==> src/rtl/timer_load_control.sv <==
// timer_load_control
//   Upstream controller for a chain of single-digit countdown timers.
//   Sequences operator digit entry (most significant digit first) onto a
//   shared digit bus with one-hot load strobes, then generates the
//   prescaled decrement tick for the chain with start/pause/resume, and
//   stops ticking once the chain reports timeout.
//
// Ports
//   clk        system clock, rising edge
//   rst        asynchronous active-low reset
//   digitIn    operator digit (BCD; values > 9 passed through unchanged)
//   loadBtn    one-cycle pulse: latch digitIn into the current digit
//   startBtn   one-cycle pulse: start / pause / resume toggle
//   timeout    timeout flag from the most significant stage of the chain
//   binaryInp  registered digit value presented to all stages
//   loadEn     registered one-hot load strobe, bit DIGITS-1 = MSD
//   decTick    registered one-cycle decrement pulse
//   running    high while counting
//   done       high after timeout, until a new entry begins
module timer_load_control #(
  parameter int unsigned DIGITS   = 4,
  parameter int unsigned TICK_DIV = 1000,
  parameter int unsigned CNT_W    = 10
) (
  input  logic              clk,
  input  logic              rst,
  input  logic [3:0]        digitIn,
  input  logic              loadBtn,
  input  logic              startBtn,
  input  logic              timeout,
  output logic [3:0]        binaryInp,
  output logic [DIGITS-1:0] loadEn,
  output logic              decTick,
  output logic              running,
  output logic              done
);

  localparam int unsigned PTR_W = (DIGITS > 1) ? $clog2(DIGITS) : 1;

  localparam logic [PTR_W-1:0]  PTR_MSD   = PTR_W'(DIGITS - 1);
  localparam logic [PTR_W-1:0]  PTR_NEXT  = (DIGITS > 1) ? PTR_W'(DIGITS - 2) : '0;
  localparam logic [DIGITS-1:0] EN_MSD    = DIGITS'(1) << (DIGITS - 1);
  localparam logic [CNT_W-1:0]  PRESC_TC  = CNT_W'(TICK_DIV - 1);

  typedef enum logic [2:0] {
    S_IDLE,
    S_ENTRY,
    S_READY,
    S_RUN,
    S_PAUSE,
    S_DONE
  } state_t;

  state_t            state_q, state_d;
  logic [PTR_W-1:0]  ptr_q, ptr_d;
  logic [CNT_W-1:0]  presc_q, presc_d;
  logic [3:0]        bin_q, bin_d;
  logic [DIGITS-1:0] en_q, en_d;
  logic              tick_q, tick_d;

  always_comb begin
    state_d = state_q;
    ptr_d   = ptr_q;
    presc_d = presc_q;
    bin_d   = bin_q;
    en_d    = '0;
    tick_d  = 1'b0;

    // loadBtn outranks everything: outside ENTRY it always (re)starts entry
    // at the MSD, aborting any run in progress.
    if (loadBtn && state_q != S_ENTRY) begin
      bin_d   = digitIn;
      en_d    = EN_MSD;
      presc_d = '0;
      if (DIGITS == 1) begin
        state_d = S_READY;
        ptr_d   = PTR_MSD;
      end else begin
        state_d = S_ENTRY;
        ptr_d   = PTR_NEXT;
      end
    end else begin
      unique case (state_q)
        S_ENTRY: begin
          if (loadBtn) begin
            bin_d = digitIn;
            en_d  = DIGITS'(1) << ptr_q;
            if (ptr_q == '0) begin
              state_d = S_READY;
              ptr_d   = PTR_MSD;
            end else begin
              ptr_d = ptr_q - 1'b1;
            end
          end
        end
        S_READY: begin
          if (startBtn) begin
            state_d = S_RUN;
            presc_d = '0;
          end
        end
        S_RUN: begin
          // Timeout wins over both the pause request and a terminal-count tick.
          if (timeout) begin
            state_d = S_DONE;
          end else if (startBtn) begin
            state_d = S_PAUSE;
          end else if (presc_q == PRESC_TC) begin
            presc_d = '0;
            tick_d  = 1'b1;
          end else begin
            presc_d = presc_q + 1'b1;
          end
        end
        S_PAUSE: begin
          if (startBtn) begin
            state_d = S_RUN;
          end
        end
        default: ;
      endcase
    end
  end

  always_ff @(posedge clk or negedge rst) begin
    if (!rst) begin
      state_q <= S_IDLE;
      ptr_q   <= PTR_MSD;
      presc_q <= '0;
      bin_q   <= '0;
      en_q    <= '0;
      tick_q  <= 1'b0;
    end else begin
      state_q <= state_d;
      ptr_q   <= ptr_d;
      presc_q <= presc_d;
      bin_q   <= bin_d;
      en_q    <= en_d;
      tick_q  <= tick_d;
    end
  end

  assign binaryInp = bin_q;
  assign loadEn    = en_q;
  assign decTick   = tick_q;
  assign running   = (state_q == S_RUN);
  assign done      = (state_q == S_DONE);

endmodule

==> config.mk <==
export PLATFORM = sky130hd
export DESIGN_NAME = timer_load_control
export DESIGN_NICKNAME = d
export VERILOG_FILES = /design/src/rtl/timer_load_control.sv
export SDC_FILE = /design/constraint.sdc
export NUM_CORES = 1
export LEC_CHECK = 0
export ABC_AREA = 1
export CORE_UTILIZATION = 58
export DETAILED_ROUTE_END_ITERATION = 8
export PLACE_DENSITY = 0.84
export SLEW_MARGIN = 20
export SYNTH_ARGS = -nofsm -noshare
export SYNTH_HDL_FRONTEND = slang
export SYNTH_SLANG_ARGS = --single-unit
==> constraint.sdc <==
create_clock -name clk -period 1.9 [get_ports clk]
set_input_delay 0.19 -clock clk [delete_from_list [all_inputs] [get_ports clk]]
set_output_delay 0.19 -clock clk [all_outputs]
set_load 0.05 [all_outputs]
==> metrics, run 1 <==
Worst path top cell family by delay=buffers and inverters; Mapped Avg Cell Area=roughly 7.9 sq um; Crit path depth=1; ys async rst share=1.000; hold_ws=between 150 and 200 ps; Finished Cell Area=1773 sq um; post-synthesis sequential area ratio=0.4037; CTS tree=built; Vias per Instance=5.444; pin count of the biggest net entering global routing=15; Die W=around 53 um; global placer's final weighted congestion=roughly 0.9; Critical Path, Cell by Cell=clkdlybuf4s50_1; Synth-to-Final Area Change=18.68%; Syn Nets=202; drt total wl=roughly 3200 um; outcome=completed; # rows=18; WP data arrival=1520 ps; Clock Latency Late Sink=~320 ps; clock skew=14.00 ps; CP Max Fanout=2; Slew @ Worst Pin=roughly 500 ps; Critical-path top delay cell=clkdlybuf4s50_1; total track usage=0.2679; post-synthesis instance total=roughly 190; Layout Cells excl Fill=approximately 240; CP required=~1700 ps; flops & latches, synth=24; post-DP HPWL=roughly 2500 um; top_reg_cell synth=dfrtp_1; first-pass GRT wire length=roughly 5400 um; max-cap viol count=0; Resized cells post-CTS=0; antenna fix cells=0; vias in the first global route=between 1,000 and 1,500; Synth Warn #=0; Iteration-0 DRC Markers=21; peak supply drop=between 1 and 1.5 mV; total grt overflow=0; CP Buf/Inv Count=1; Netlist cell types=29; H-tree depth=1; Setup Buffers After CTS=0; relative slew slack=0.6625; Post-Syn Area=roughly 1500 sq um; Fin. Hold Viols=0; CP peak stage delay=about 800 ps; total CTS buffers=3; drt first pass iters=4; Buffers on Ports=19; clk root buf=clkbuf_4; Initial Utilization=0.6086; Final Slew Violations=0; R2R Path Start=presc_q[1]$_DFFE_PN0P_; via count=1,312; Setup crit start kind=register; core area=~2500 sq um; routed len/inst=between 10 and 15 um; # DRC=0; final antenna-violating net count=0; fin crit share=0.8996; CTS max path bufs=2; worst reg-to-reg setup slack=about 280 ps; leakage power=~0.00084 uW; final setup fails=0; minimum clock period after layout=around 1700 ps; Power per Cell Area=1203 nW/um^2; Worst Setup EP=binaryInp[2]; CP startpoint=binaryInp[2]$_DFFE_PN0P_; FF-to-FF path depth=8; placed cell count=237; I/O pin count=20; Crit Path Class=register to primary output; setup TNS=0 ps; die area=2783 sq um; initial antenna violation count=0; Placed Area=approximately 1700 sq um; share of cells above drive strength 1=0.1991; clock sink total=24; Worst-path clk slew=140 ps; Chip Height=52.75 um; nets@finish=226; critical path endpoint category=primary output; Crit Reg-Reg Endpoint=presc_q[9]$_DFFE_PN0P_; hold crit path type=input port to async pin; max frequency=585.1 MHz; unrepaired setup endpoints after global routing=false; CTS Hold Bufs=0; EDFF count, synth=0
synth_stat cells, types with 2 or more instances:
master | instances | area, sq um
o21ai_2 | 5 | 43.79
o21ai_0 | 3 | 15.01
dfrtp_1 | 22 | 550.5
inv_1 | 16 | 60.06
nand4_1 | 5 | 31.28
nor2_2 | 4 | 25.02
nand3_4 | 3 | 52.55
nand2_2 | 8 | 50.05
nand3_1 | 21 | 105.1
nor2_1 | 21 | 78.83
ha_1 | 5 | 62.56
nand2_1 | 52 | 195.2
nand2_4 | 2 | 22.52
dfstp_2 | 2 | 52.55
inv_2 | 5 | 18.77
how the worst min path moves through the flow:
stage                             start                        to  slack (ps)  depth (start not counted)
4_1_cts                             rst       loadEn[1]$_DFF_PN0_         190                          1
2_1_floorplan                       rst  binaryInp[0]$_DFFE_PN0P_        -110                          0
6_report                            rst         decTick$_DFF_PN0_         170                          1
5_1_grt                             rst       loadEn[2]$_DFF_PN0_         210                          1
3_3_place_gp   binaryInp[3]$_DFFE_PN0P_  binaryInp[3]$_DFFE_PN0P_         450                          2
3_5_place_dp   binaryInp[0]$_DFFE_PN0P_  binaryInp[0]$_DFFE_PN0P_         470                          2
registers in the layout (all words and copies together) (netlist names):
register,cells
binaryInp,4
decTick,1
loadEn,4
presc_q,10
ptr_q,2
state_q,3
power breakdown:
part | internal [uW] | total (uW) | leakage, uW | switching [uW]
registers | 607 | 703 | 0.000314 | 95.9
logic | 326 | 1060 | 0.000501 | 731
clock network | 213 | 374 | 0.0000279 | 160
per-stage QoR:
step	utilization	power, uW	setup slack [ps]
floorplan	-	1540	457.9
global placement	0.7008	1712	290.7
detailed placement	0.7008	1760	213.2
CTS	0.7222	2127	187.1
global route	0.7222	2269	130.7
finish	0.7222	2134	190.8
kinds of logic (layout without fill, tap and decap cells):
logic type,count (synthesis),count (layout),share of synthesized area
XOR/XNOR,1,1,0.005864
AND/OR/NAND/NOR,120,120,0.4087
buffers and inverters,24,47,0.07370
flip-flops,24,24,0.4037
AO/OA/AOI/OAI,14,14,0.06616
adder cells (fa/ha/maj),5,5,0.04188
layout make-up:
type	instances	area (sq um)
multi-input combinational	140	780.7
timing repair buffer	22	220.2
tap	30	37.54
sequential	24	603.1
fill	192	681.9
clock buffer	3	22.52
inverter	21	78.83
clock inverter	1	30.03
layer usage:
layer | global-route usage | part of all wire
met1 | 0.3205 | 0.44
met5 | 0 | 0
met3 | 0.04638 | 0.036
met4 | 0.1096 | 0.018
met2 | 0.4684 | 0.51
cells in the final DEF, fill, tap and decap left out:
master	synthesis	final
clkdlybuf4s50_1	0	17
o21ai_0	3	3
a21oi_1	1	1
a22oi_1	1	1
nand3_1	21	21
nand2_2	8	8
nor2_2	4	4
nand3_4	3	3
nand4_1	5	5
nand2_1	52	52
buf_4	1	4
dfrtp_1	22	22
o21ai_1	1	1
nor4_4	1	1
nor2_1	21	21
dfstp_2	2	2
ha_1	5	5
bufinv_16	0	1
nand3_2	1	1
inv_2	5	5
nand2_4	2	2
clkbuf_4	0	3
o211ai_1	1	1
buf_12	1	1
o21ai_2	5	5
nor3b_1	1	1
o22ai_1	1	1
a31o_2	1	1
nor2_4	1	1
inv_1	16	16
xor2_1	1	1
Power figures use the tool's default switching activity.
==> run 2, diff against run 1 <==
--- a/config.mk
+++ b/config.mk
@@ -6,9 +6,12 @@
 export NUM_CORES = 1
 export LEC_CHECK = 0
 export ABC_AREA = 1
-export CORE_UTILIZATION = 58
+export CELL_PAD_IN_SITES_DETAIL_PLACEMENT = 1
+export CELL_PAD_IN_SITES_GLOBAL_PLACEMENT = 1
+export CORE_UTILIZATION = 43
 export DETAILED_ROUTE_END_ITERATION = 8
-export PLACE_DENSITY = 0.84
+export PLACE_DENSITY_LB_ADDON = 0.1
+export SETUP_SLACK_MARGIN = 0.02
 export SLEW_MARGIN = 20
 export SYNTH_ARGS = -nofsm -noshare
 export SYNTH_HDL_FRONTEND = slang
==> run 2 against run 1 <==
  * Critical path depth did not move
  * Clock skew fell by 13 ps
  * Sequential power is essentially flat
  * Total power increased by 0.45%
  * Flip-flop and latch count did not move
  * Final area up 1.1%
  * Fmax down 1.7%
  * Non-clock buffer count unchanged
  * Setup slack got worse by 30 ps
  * Utilization decreased by 18 points
  * Register-to-register slack about the same
  * Critical path type unchanged
  * Largest cell class unchanged
  * Highest routed layer unchanged
==> metrics, run 2 (synthesized netlist as in run 1, its figures left out) <==
outcome=completed (unchanged); setup TNS=0 ps (unchanged); H-tree depth=1 (unchanged); Biggest register=presc_q (unchanged); pin count of the biggest net entering global routing=25 (was 15); routed len/inst=14.45 um (was 13.14 um); Worst-path clk slew=140 ps (about the same); Synth-to-Final Area Change=20.02% (was 18.68%); final worst slack=160.4 ps (was 190.8 ps); Setup Buffers After CTS=0 (unchanged); post-DP HPWL=2956 um (was 2503 um); CP required=1710 ps (about the same); leakage power=0.0008430 uW (unchanged); fin crit share=0.9156 (was 0.8996); vias in the first global route=1,375 (was 1,314); # rows=21 (was 18); final setup fails=0 (unchanged); Power per Cell Area=1195 nW/um^2 (was 1203 nW/um^2); total CTS buffers=3 (unchanged); R2R Path Start=presc_q[1]$_DFFE_PN0P_ (unchanged); critical path endpoint category=primary output (unchanged); hold crit path type=input port to async pin (unchanged); fillcell total=437 (was 192); CTS tree=built (unchanged); CTS Hold Bufs=0 (unchanged); global placer's final weighted congestion=0.7769 (was 0.8859); first-pass GRT wire length=6113 um (was 5423 um); most frequent cells in the layout=nand2_1 (52), dfrtp_1 (22), nor2_1 (21), nand3_1 (21), clkdlybuf4s50_1 (17) (unchanged); Critical Path, Cell by Cell=clkdlybuf4s50_1 (unchanged); relative slew slack=0.6471 (was 0.6625); Final Slew Violations=0 (unchanged); most common cell after layout, fill and taps aside=nand2_1 (unchanged); Fin. Hold Viols=0 (unchanged); antenna fix cells=0 (unchanged); via count=1,332 (was 1,312); initial antenna violation count=0 (unchanged); CP startpoint=binaryInp[0]$_DFFE_PN0P_ (was binaryInp[2]$_DFFE_PN0P_); minimum clock period after layout=1740 ps (was 1709 ps); CP Buf/Inv Count=1 (unchanged); I/O pin count=20 (unchanged); Placed Area=1740 sq um (was 1720 sq um); drt total wl=3713 um (was 3167 um); CP peak stage delay=830 ps (was 810 ps); max frequency=574.9 MHz (was 585.1 MHz); Vias per Instance=5.183 (was 5.444); clock sink total=24 (unchanged); Worst path top cell family by delay=buffers and inverters (unchanged); drt first pass iters=4 (unchanged); unrepaired setup endpoints after global routing=false (unchanged); clock skew=0.9143 ps (was 14.00 ps); Finished Cell Area=1793 sq um (was 1773 sq um); final antenna-violating net count=0 (unchanged); max-cap viol count=0 (unchanged); max reg flops=10 (unchanged); Crit Path Class=register to primary output (unchanged); core area=3337 sq um (was 2455 sq um); Resized cells post-CTS=0 (unchanged); total grt overflow=0 (unchanged); clk root buf=clkbuf_4 (unchanged); CP Max Fanout=2 (unchanged); CTS max path bufs=2 (unchanged); Critical-path top delay cell=clkdlybuf4s50_1 (unchanged); Setup crit start kind=register (unchanged); nets@finish=226 (unchanged); Clock Latency Late Sink=330 ps (was 320 ps); Chip Height=60.94 um (was 52.75 um); share of cells above drive strength 1=0.1991 (unchanged); Iteration-0 DRC Markers=23 (was 21); die area=3714 sq um (was 2783 sq um); Slew @ Worst Pin=527.7 ps (was 504.7 ps); Die W=60.94 um (was 52.75 um); total track usage=0.2283 (was 0.2679); # DRC=0 (unchanged); Buffers on Ports=19 (unchanged); Initial Utilization=0.4477 (was 0.6086); peak supply drop=0.6525 mV (was 1.148 mV); Place WS=136.3 ps (was 213.2 ps); WP data arrival=1550 ps (was 1520 ps)
run 2: cell counts in the layout (fill, tap and decap cells not counted):
Identical to the previous run, type by type.
run 2: per-stage QoR:
step             util  hold slack (ps)  total power (uW)  instances
3_3_place_gp   0.5216            455.1              1727        253
4_1_cts        0.5373            208.0              2166        257
6_report       0.5373            200.4              2143        257
5_1_grt        0.5373            226.6              2280        257
2_1_floorplan       -           -105.6              1540        188
3_5_place_dp   0.5216            469.1              1780        253
run 2: worst register-to-register path, cell delays in order (launching register included):
cell and delay [ps]:
dfrtp_1 430, ha_1 230, nand2_1 100, nor2_2 210
nand3_2 210, nand3_1 160, nor2_1 60, nand3_1 90
nand2_1 50
run 2: layer usage:
| layer | global-route usage | vias up | routed length [um] |
|---|---|---|---|
| li1 | - | 652 | - |
| met1 | 0.2601 | 654 | 1541 |
| met2 | 0.4239 | 22 | 2019 |
| met3 | 0.02132 | 4 | 87 |
| met4 | 0.1136 | 0 | 65 |
| met5 | 0 | - | 0 |
run 2: path summary, 6_finish.rpt:
kind,slack [ps],end,depth (start not counted)
max,160,binaryInp[0],1
min,200,presc_q[2]$_DFFE_PN0P_,2
max reg2reg,270,presc_q[6]$_DFFE_PN0P_,8
min in group clk,380,binaryInp[1]$_DFFE_PN0P_,3
min reg2reg,490,binaryInp[3]$_DFFE_PN0P_,2
max in group asynchronous,1410,ptr_q[0]$_DFFE_PN1P_,2
run 2: power breakdown:
part	switching [uW]	internal, uW
registers	99.3	607
clock network	168	214
logic	729	326
total	997	1150
run 2: final cells by class:
| cell class | count | area (sq um) | area share |
|---|---|---|---|
| clock inverters | 1 | 30.03 | 0.01675 |
| inverters | 21 | 78.83 | 0.04396 |
| clock buffers | 3 | 22.52 | 0.01256 |
| flip-flops and latches | 24 | 603.1 | 0.3364 |
| well taps | 46 | 57.56 | 0.03210 |
| repair buffers | 22 | 220.2 | 0.1228 |
| multi-input cells | 140 | 780.7 | 0.4355 |
